**config.mk**
```make
export PLATFORM = sky130hd
export DESIGN_NAME = sd_burst_rrmux
export DESIGN_NICKNAME = d
export VERILOG_FILES = /design/src/rtl/sd_burst_rrmux.sv
export SDC_FILE = /design/constraint.sdc
export NUM_CORES = 1
export LEC_CHECK = 0
export ABC_CLOCK_PERIOD_IN_PS = 4500
export CAP_MARGIN = 20
export CORE_ASPECT_RATIO = 0.9
export CORE_MARGIN = 5
export CORE_UTILIZATION = 39
export CTS_CLUSTER_DIAMETER = 100
export DETAILED_ROUTE_END_ITERATION = 10
export PLACE_DENSITY = 0.76
export SETUP_SLACK_MARGIN = 0.4
export SLEW_MARGIN = 40
export SYNTH_ARGS = -nofsm -noshare
export SYNTH_HDL_FRONTEND = slang
export SYNTH_SLANG_ARGS = --single-unit
export TNS_END_PERCENT = 1
```
**constraint.sdc**
```tcl
create_clock -name clk -period 4.5 [get_ports clk]
set_input_delay 1.35 -clock clk [delete_from_list [all_inputs] [get_ports clk]]
set_output_delay 1.35 -clock clk [all_outputs]
set_load 0.01 [all_outputs]
```
**src/rtl/sd_burst_rrmux.sv**
```systemverilog
// Round-robin srdy/drdy multiplexer with a per-grant burst limit and one registered
// output stage; p_grant tags each output word with the requester that supplied it.
module sd_burst_rrmux #(
    parameter int width     = 8,
    parameter int inputs    = 4,
    parameter int max_burst = 4,
    localparam int iw       = $clog2(inputs)
) (
    input  logic                    clk,
    input  logic                    reset_n,
    input  logic [inputs-1:0]       c_srdy,
    output logic [inputs-1:0]       c_drdy,
    input  logic [inputs*width-1:0] c_data,
    output logic                    p_srdy,
    input  logic                    p_drdy,
    output logic [width-1:0]        p_data,
    output logic [iw-1:0]           p_grant
);

    localparam int bw = $clog2(max_burst + 1);
    localparam logic [inputs-1:0] lsb_only  = {{(inputs-1){1'b0}}, 1'b1};
    localparam logic [bw-1:0]     burst_max = bw'(max_burst);

    logic [iw-1:0]     cur_r;
    logic [bw-1:0]     burst_cnt_r;
    logic              p_srdy_r;
    logic [width-1:0]  p_data_r;
    logic [iw-1:0]     p_grant_r;

    logic              load_s;
    logic              others_s;
    logic              stay_s;
    logic              rot_found_s;
    logic [iw-1:0]     rot_idx_s;
    logic              win_valid_s;
    logic [iw-1:0]     win_idx_s;
    logic [inputs-1:0] cur_mask_s;
    logic [inputs-1:0] win_mask_s;
    logic [width-1:0]  win_data_s;
    logic [bw-1:0]     burst_next_s;
    logic              xfer_s;

    // Winner selection: keep the current grant while it has burst credit, else rotate.
    always_comb begin
        int   idx_v;
        logic hit_v;
        idx_v       = 0;
        hit_v       = 1'b0;
        load_s      = !p_srdy_r || p_drdy;
        cur_mask_s  = lsb_only << cur_r;
        others_s    = |(c_srdy & ~cur_mask_s);
        // burst_cnt_r == 0 only after reset: no grant is held yet, so scanning starts at 0
        stay_s      = c_srdy[cur_r] && (burst_cnt_r != {bw{1'b0}}) &&
                      ((burst_cnt_r < burst_max) || !others_s);
        rot_found_s = 1'b0;
        rot_idx_s   = cur_r;
        for (int i = 1; i <= inputs; i++) begin
            idx_v       = (int'(cur_r) + i >= inputs) ? int'(cur_r) + i - inputs : int'(cur_r) + i;
            hit_v       = !rot_found_s && c_srdy[iw'(idx_v)];
            rot_idx_s   = hit_v ? iw'(idx_v) : rot_idx_s;
            rot_found_s = rot_found_s | hit_v;
        end
        if (stay_s) begin
            win_valid_s = 1'b1;
            win_idx_s   = cur_r;
        end else begin
            win_valid_s = rot_found_s;
            win_idx_s   = rot_idx_s;
        end
        win_mask_s = lsb_only << win_idx_s;
        xfer_s     = win_valid_s && load_s;
    end

    // Data select and burst-count update for the selected requester.
    always_comb begin
        win_data_s = {width{1'b0}};
        for (int k = 0; k < inputs; k++) begin
            win_data_s = win_data_s | (c_data[k*width +: width] & {width{win_mask_s[k]}});
        end
        if (win_idx_s != cur_r) begin
            burst_next_s = bw'(1'b1);
        end else if (burst_cnt_r == burst_max) begin
            burst_next_s = burst_cnt_r;
        end else begin
            burst_next_s = burst_cnt_r + bw'(1'b1);
        end
        if (xfer_s && reset_n) begin
            c_drdy = win_mask_s;
        end else begin
            c_drdy = {inputs{1'b0}};
        end
    end

    // Output stage and arbitration state; idle cycles keep cur/burst credit intact.
    always_ff @(posedge clk or negedge reset_n) begin
        if (!reset_n) begin
            p_srdy_r    <= 1'b0;
            p_data_r    <= {width{1'b0}};
            p_grant_r   <= {iw{1'b0}};
            cur_r       <= iw'(inputs - 1);
            burst_cnt_r <= {bw{1'b0}};
        end else if (xfer_s) begin
            p_srdy_r    <= 1'b1;
            p_data_r    <= win_data_s;
            p_grant_r   <= win_idx_s;
            cur_r       <= win_idx_s;
            burst_cnt_r <= burst_next_s;
        end else if (load_s) begin
            p_srdy_r    <= 1'b0;
        end
    end

    assign p_srdy  = p_srdy_r;
    assign p_data  = p_data_r;
    assign p_grant = p_grant_r;

endmodule
```
==> impl_metrics.toml, run 1 <==
[floorplan]
ios = 54
dieWidth_um = 71.3
dieHeight_um = 65.2
start_util = 0.396
rows = 20
core_area_um2 = 3330
die_area_um2 = 4650

[clocking]
ctsLongestPathBuffers = 2
cts_tree = "built"
clk_pin_slew_ns = 0.06
clkLatencyLatePin_ns = 0.25
cts_made_buffers = 3
clockRootBuffer = "clkbuf_8"
cts.sinks = 16
cts-htree-levels = 1
ctsHoldBuffers = 0

[final_layout]
instances_no_fill = 257
fin_util = 0.639
area_delta_synth_final_pct = 61.3
antenna-diode-count = 0
drive_gt1_frac = 0.258
fin_nets = 259

[route]
antenna_left = 0
wl_mm = 3.98
first_pass_iters = 7
route.detailed.drc = 0
dr_total_vias = 1368
viasPerCell = 5.32
wire_per_inst_um = 15.5
drtIter0Drc = 47

[sta]
rsz0062_at_grt = "true"
setup_violations = 0
holdWs_ns = 0.492
worst_pin_slew_ns = 0.562
fmax_mhz = 227
fin_worst_skew_ns = 0.000856
maxSlewViolCount = 0
fin_tns_setup_ns = 0
finalWorstPathRequiredPeriod_ns = 4.40
relSlewSlack = 0.619
hold_viol_final = 0
fin_crit_sh = 0.978
fin_ws_ns = 0.0985

[setup_path]
reg2reg_depth = 13
cp_max_fo = 5
cp-start-kind = "primary input"
worstPathCellList = "buf_6, buf_4, nand2b_2, a211o_1, o21ai_2, o21a_1, o22ai_2, buf_4, nor2_4, clkdlybuf4s15_1"
max_stage_delay_ns = 0.30
path_class = "primary input to output port"
slowest_stage = "a211o_1"
endpoint_kind = "output port"
cp_common_cell = "buf_4"
cp.arrival_ns = 3.05
r2r_start = "cur_r[1]$_DFFE_PN1P_"
crit_required_ns = 3.15
critPathLaunch = "c_srdy[2]"

[synth]
yosysTopAreaCellShare = 0.266
ys_async_sr_fraction = 1.00
yosys_warnings = 0
synth_edf_count = 0
syn_area_per_cell_um2 = 9.29
synthDistinctLibCells = 39
synth_area_leader_cell = "dfrtp_1"
syn-cell-area_um2 = 1320
synthCells = 142
synth_flop_cell = "dfrtp_1"
ys_seq_area_frac = 0.306
ys_ff_latch = 16
synthTopCellsByArea = "dfrtp_1 (27%), mux2i_1 (14%), ha_1 (5.7%)"
syn_nets = 187

[hold_path]
min_path_type = "flip-flop to flip-flop"
hold_depth = 1
worstHoldStart = "p_grant[1]$_DFFE_PN0P_"

[placed_design]
place_ws_ns = -0.761
dp_cells = 246
gp_congestion = 0.792
dp_hpwl_mm = 3.07
port_buffers = 53

[global_route]
grt_max_degree = 16
grt_pass1_vias = 1452
overflow = 0
grt_antenna_before_repair = 0
grt_first_pass_wirelength_mm = 6.68
grt_util_all_layers = 0.177

[run]
cap_violations = 0

[power]
powerDensity_nw_per_um2 = 764
vdd_drop_max_v = 0.000414
p_leak_nw = 0.949

[outcome]
status = "complete, no violations"
## layout by cell type (no fill, tap or decap), drive strengths merged, types with 6 or more instances in the layout
master / count
clkdlybuf4s50: 45
buf: 28
mux2i: 19
dfrtp: 14
inv: 9
a21oi: 9
nor2: 8
o21ai: 8
o22ai: 7
nand2: 6
ha: 6
## timing repair
action | CTS | global route
setup endpoints to repair | 4 | 4
setup buffers | 7 | 0
pin swaps | 5 | 1
resized for setup | 43 | 2
hold endpoints to repair | 0 | 0
## state kept, by name, summed over array words and instances (netlist names)
| register | flops |
|---|---|
| p_grant | 2 |
| p_data | 8 |
| burst_cnt_r | 3 |
| cur_r | 2 |
| p_srdy | 1 |
## layout make-up
class	instances	area, um^2
Clock buffer	4	55.1
Fill cell	278	1200
Inverter	9	36.3
Multi-Input combinational cell	109	877
Sequential cell	16	403
Tap cell	44	55.1
Timing Repair Buffer	75	701
## critical path: cells and delay by family
kind / cells / cell delay [ns]
buf+inv: 4 / 0.65
compound gates: 4 / 0.77
simple gates: 2 / 0.29
## synth_stat cells (2+ instances only)
cell	count
inv_1	9
mux2i_1	19
a21oi_1	9
a21o_1	4
o22ai_1	6
nand3_1	4
ha_1	6
nor3_1	5
clkbuf_1	2
dfrtp_1	14
buf_2	3
nor2_1	8
nand2b_1	5
o21a_1	4
mux2_2	5
o21ai_0	8
nor2b_1	3
dfstp_2	2
nand2_1	6
## layer usage
layer	track usage	up-vias	wire, um
met2	0.320	43	2120
met4	0.0540	0	112
li1	-	658	-
met5	0	-	0
met1	0.215	657	1550
met3	0.0275	10	191
## through the flow
stage,total power [mW],instance area [um^2]
3_3_place_gp,1.35,1990
4_1_cts,1.62,2120
3_5_place_dp,1.39,1990
5_1_grt,1.76,2130
2_1_floorplan,1.07,1360
6_report,1.63,2130
## power by group
group          switching [mW]  internal [mW]  total (mW)
combinational           0.584          0.657        1.24
clock                  0.0494         0.0776       0.127
sequential             0.0377          0.220       0.258
## path summary, 6_finish.rpt
| path | endpoint | slack, ns |
|---|---|---|
| worst min register to register | p_grant[1]$_DFFE_PN0P_ | 0.49 |
| worst min-delay path | p_grant[1]$_DFFE_PN0P_ | 0.49 |
| worst max register to register | p_data[1]$_DFFE_PN0P_ | 1.43 |
| worst max-delay path | c_drdy[1] | 0.1 |
| min in group asynchronous | p_data[7]$_DFFE_PN0P_ | 1.34 |
| max in group asynchronous | cur_r[0]$_DFFE_PN1P_ | 2.58 |
## logic make-up after synthesis
| kind of cell | Yosys count | synth area share |
|---|---|---|
| xor+xnor | 2 | 0.0275 |
| buf+inv | 17 | 0.0664 |
| flops | 16 | 0.306 |
| fa+ha+maj | 6 | 0.0569 |
| compound gates | 41 | 0.207 |
| mux | 25 | 0.204 |
| simple gates | 35 | 0.133 |
No activity file was read; power rests on OpenSTA's default activity.
==> run 2: changes to the inputs <==
GPL_TIMING_DRIVEN = 0   (was unset)
==> impl_metrics.toml, run 2 (synthesis results as in run 1) <==
[outcome]
status = "complete, no violations"

[route]
viasPerCell = 5.40
dr_total_vias = 1350
route.detailed.drc = 0
wire_per_inst_um = 16.0
drtIter0Drc = 97
wl_mm = 3.99
first_pass_iters = 4
antenna_left = 0

[global_route]
grt_antenna_before_repair = 0
grt_max_degree = 19
grt_util_all_layers = 0.176
overflow = 0
grt_first_pass_wirelength_mm = 6.49
grt_pass1_vias = 1449

[power]
vdd_drop_max_v = 0.000569
p_leak_nw = 0.916
powerDensity_nw_per_um2 = 791

[final_layout]
final_cell_area_um2 = 2080
largest_reg_flops = 8
area_delta_synth_final_pct = 57.8
fin_nets = 252
final_common_cell = "clkdlybuf4s50_1"
drive_gt1_frac = 0.223
antenna-diode-count = 0
final_cell_mix = "clkdlybuf4s50_1 (44), mux2i_1 (19), dfrtp_1 (14)"

[clocking]
ctsLongestPathBuffers = 2
cts_tree = "built"
cts_made_buffers = 3
ctsHoldBuffers = 0
clkLatencyLatePin_ns = 0.25
clockRootBuffer = "clkbuf_8"
cts.sinks = 16
cts-htree-levels = 1
clk_pin_slew_ns = 0.07

[setup_path]
cp_max_fo = 6
cp.arrival_ns = 3.06
path_class = "primary input to output port"
r2r_slack_ns = 1.26
endpoint_kind = "output port"
r2r_start = "cur_r[0]$_DFFE_PN1P_"
cp-start-kind = "primary input"
path_buf_inv = 4
crit_required_ns = 3.15
worstPathCellList = "buf_12, mux4_2, a221o_2, xnor2_4, buf_8, inv_4, nand3_4, nor2_2, buf_2"
reg2reg_depth = 13
max_stage_delay_ns = 0.48
reg2reg_to = "p_data[0]$_DFFE_PN0P_"
crit_family = "multiplexers"
slowest_stage = "mux4_2"

[hold_path]
worstHoldStart = "p_data[7]$_DFFE_PN0P_"
min_path_type = "flip-flop to flip-flop"
hold_path_end = "p_data[7]$_DFFE_PN0P_"
hold_depth = 1

[floorplan]
core_area_um2 = 3330
dieWidth_um = 71.3
rows = 20
start_util = 0.396
die_area_um2 = 4650
dieHeight_um = 65.2
ios = 54

[sta]
finalWorstPathRequiredPeriod_ns = 4.41
setup_violations = 0
fmax_mhz = 227
worst_pin_slew_ns = 0.773
maxSlewViolCount = 0
fin_ws_ns = 0.0882
relSlewSlack = 0.478
fin_worst_skew_ns = 0.00334
fin_crit_sh = 0.980
rsz0062_at_grt = "true"
hold_viol_final = 0

[placed_design]
dpl_cell_area_um2 = 1930
place_ws_ns = -1.19
dp_hpwl_mm = 3.02
gp_congestion = 0.851
port_buffers = 51

[run]
cap_violations = 0
## run 2: final cells by class
class	instances	area (um^2)
Buffer	8	93.8
Clock buffer	4	55.1
Fill cell	268	1250
Inverter	9	36.3
Multi-Input combinational cell	109	882
Sequential cell	16	403
Tap cell	44	55.1
Timing Repair Buffer	60	556
## run 2: routing by layer
layer | vias to the layer above | wire, um | GRT usage
li1 | 653 | - | -
met1 | 637 | 1640 | 0.209
met2 | 54 | 2120 | 0.323
met3 | 6 | 172 | 0.0245
met4 | 0 | 58 | 0.0563
met5 | - | 0 | 0
## run 2: worst max path at each step
stage | startpoint | to | cells past startpoint
finish | c_srdy[3] | c_drdy[0] | 9
CTS | c_srdy[3] | c_drdy[0] | 9
global route | c_srdy[2] | c_drdy[2] | 11
detailed placement | c_srdy[1] | c_drdy[3] | 8
floorplan | c_srdy[0] | c_drdy[3] | 7
global placement | c_srdy[1] | c_drdy[3] | 8
## run 2: metrics by stage
stage / hold WS (ns) / std cells / power [mW] / setup TNS [ns] / utilization
finish: 0.506 / 250 / 1.65 / 0 / 0.625
global route: 0.531 / 250 / 1.77 / 0 / 0.625
CTS: 0.511 / 250 / 1.64 / 0 / 0.625
detailed placement: 0.495 / 237 / 1.38 / -4.62 / 0.579
global placement: 0.476 / 237 / 1.33 / -4.40 / 0.579
floorplan: 0.531 / 142 / 1.07 / -0.139 / -
## run 2: where the power goes
part,switching (mW),internal [mW]
clock network,0.0505,0.0776
logic,0.597,0.652
registers,0.0488,0.221
## run 2: timing repair
item,in CTS,in global routing
cloned,0,0
setup endpoints to repair,4,4
resized for setup,39,2
setup buffers,9,0
pin swaps,5,0
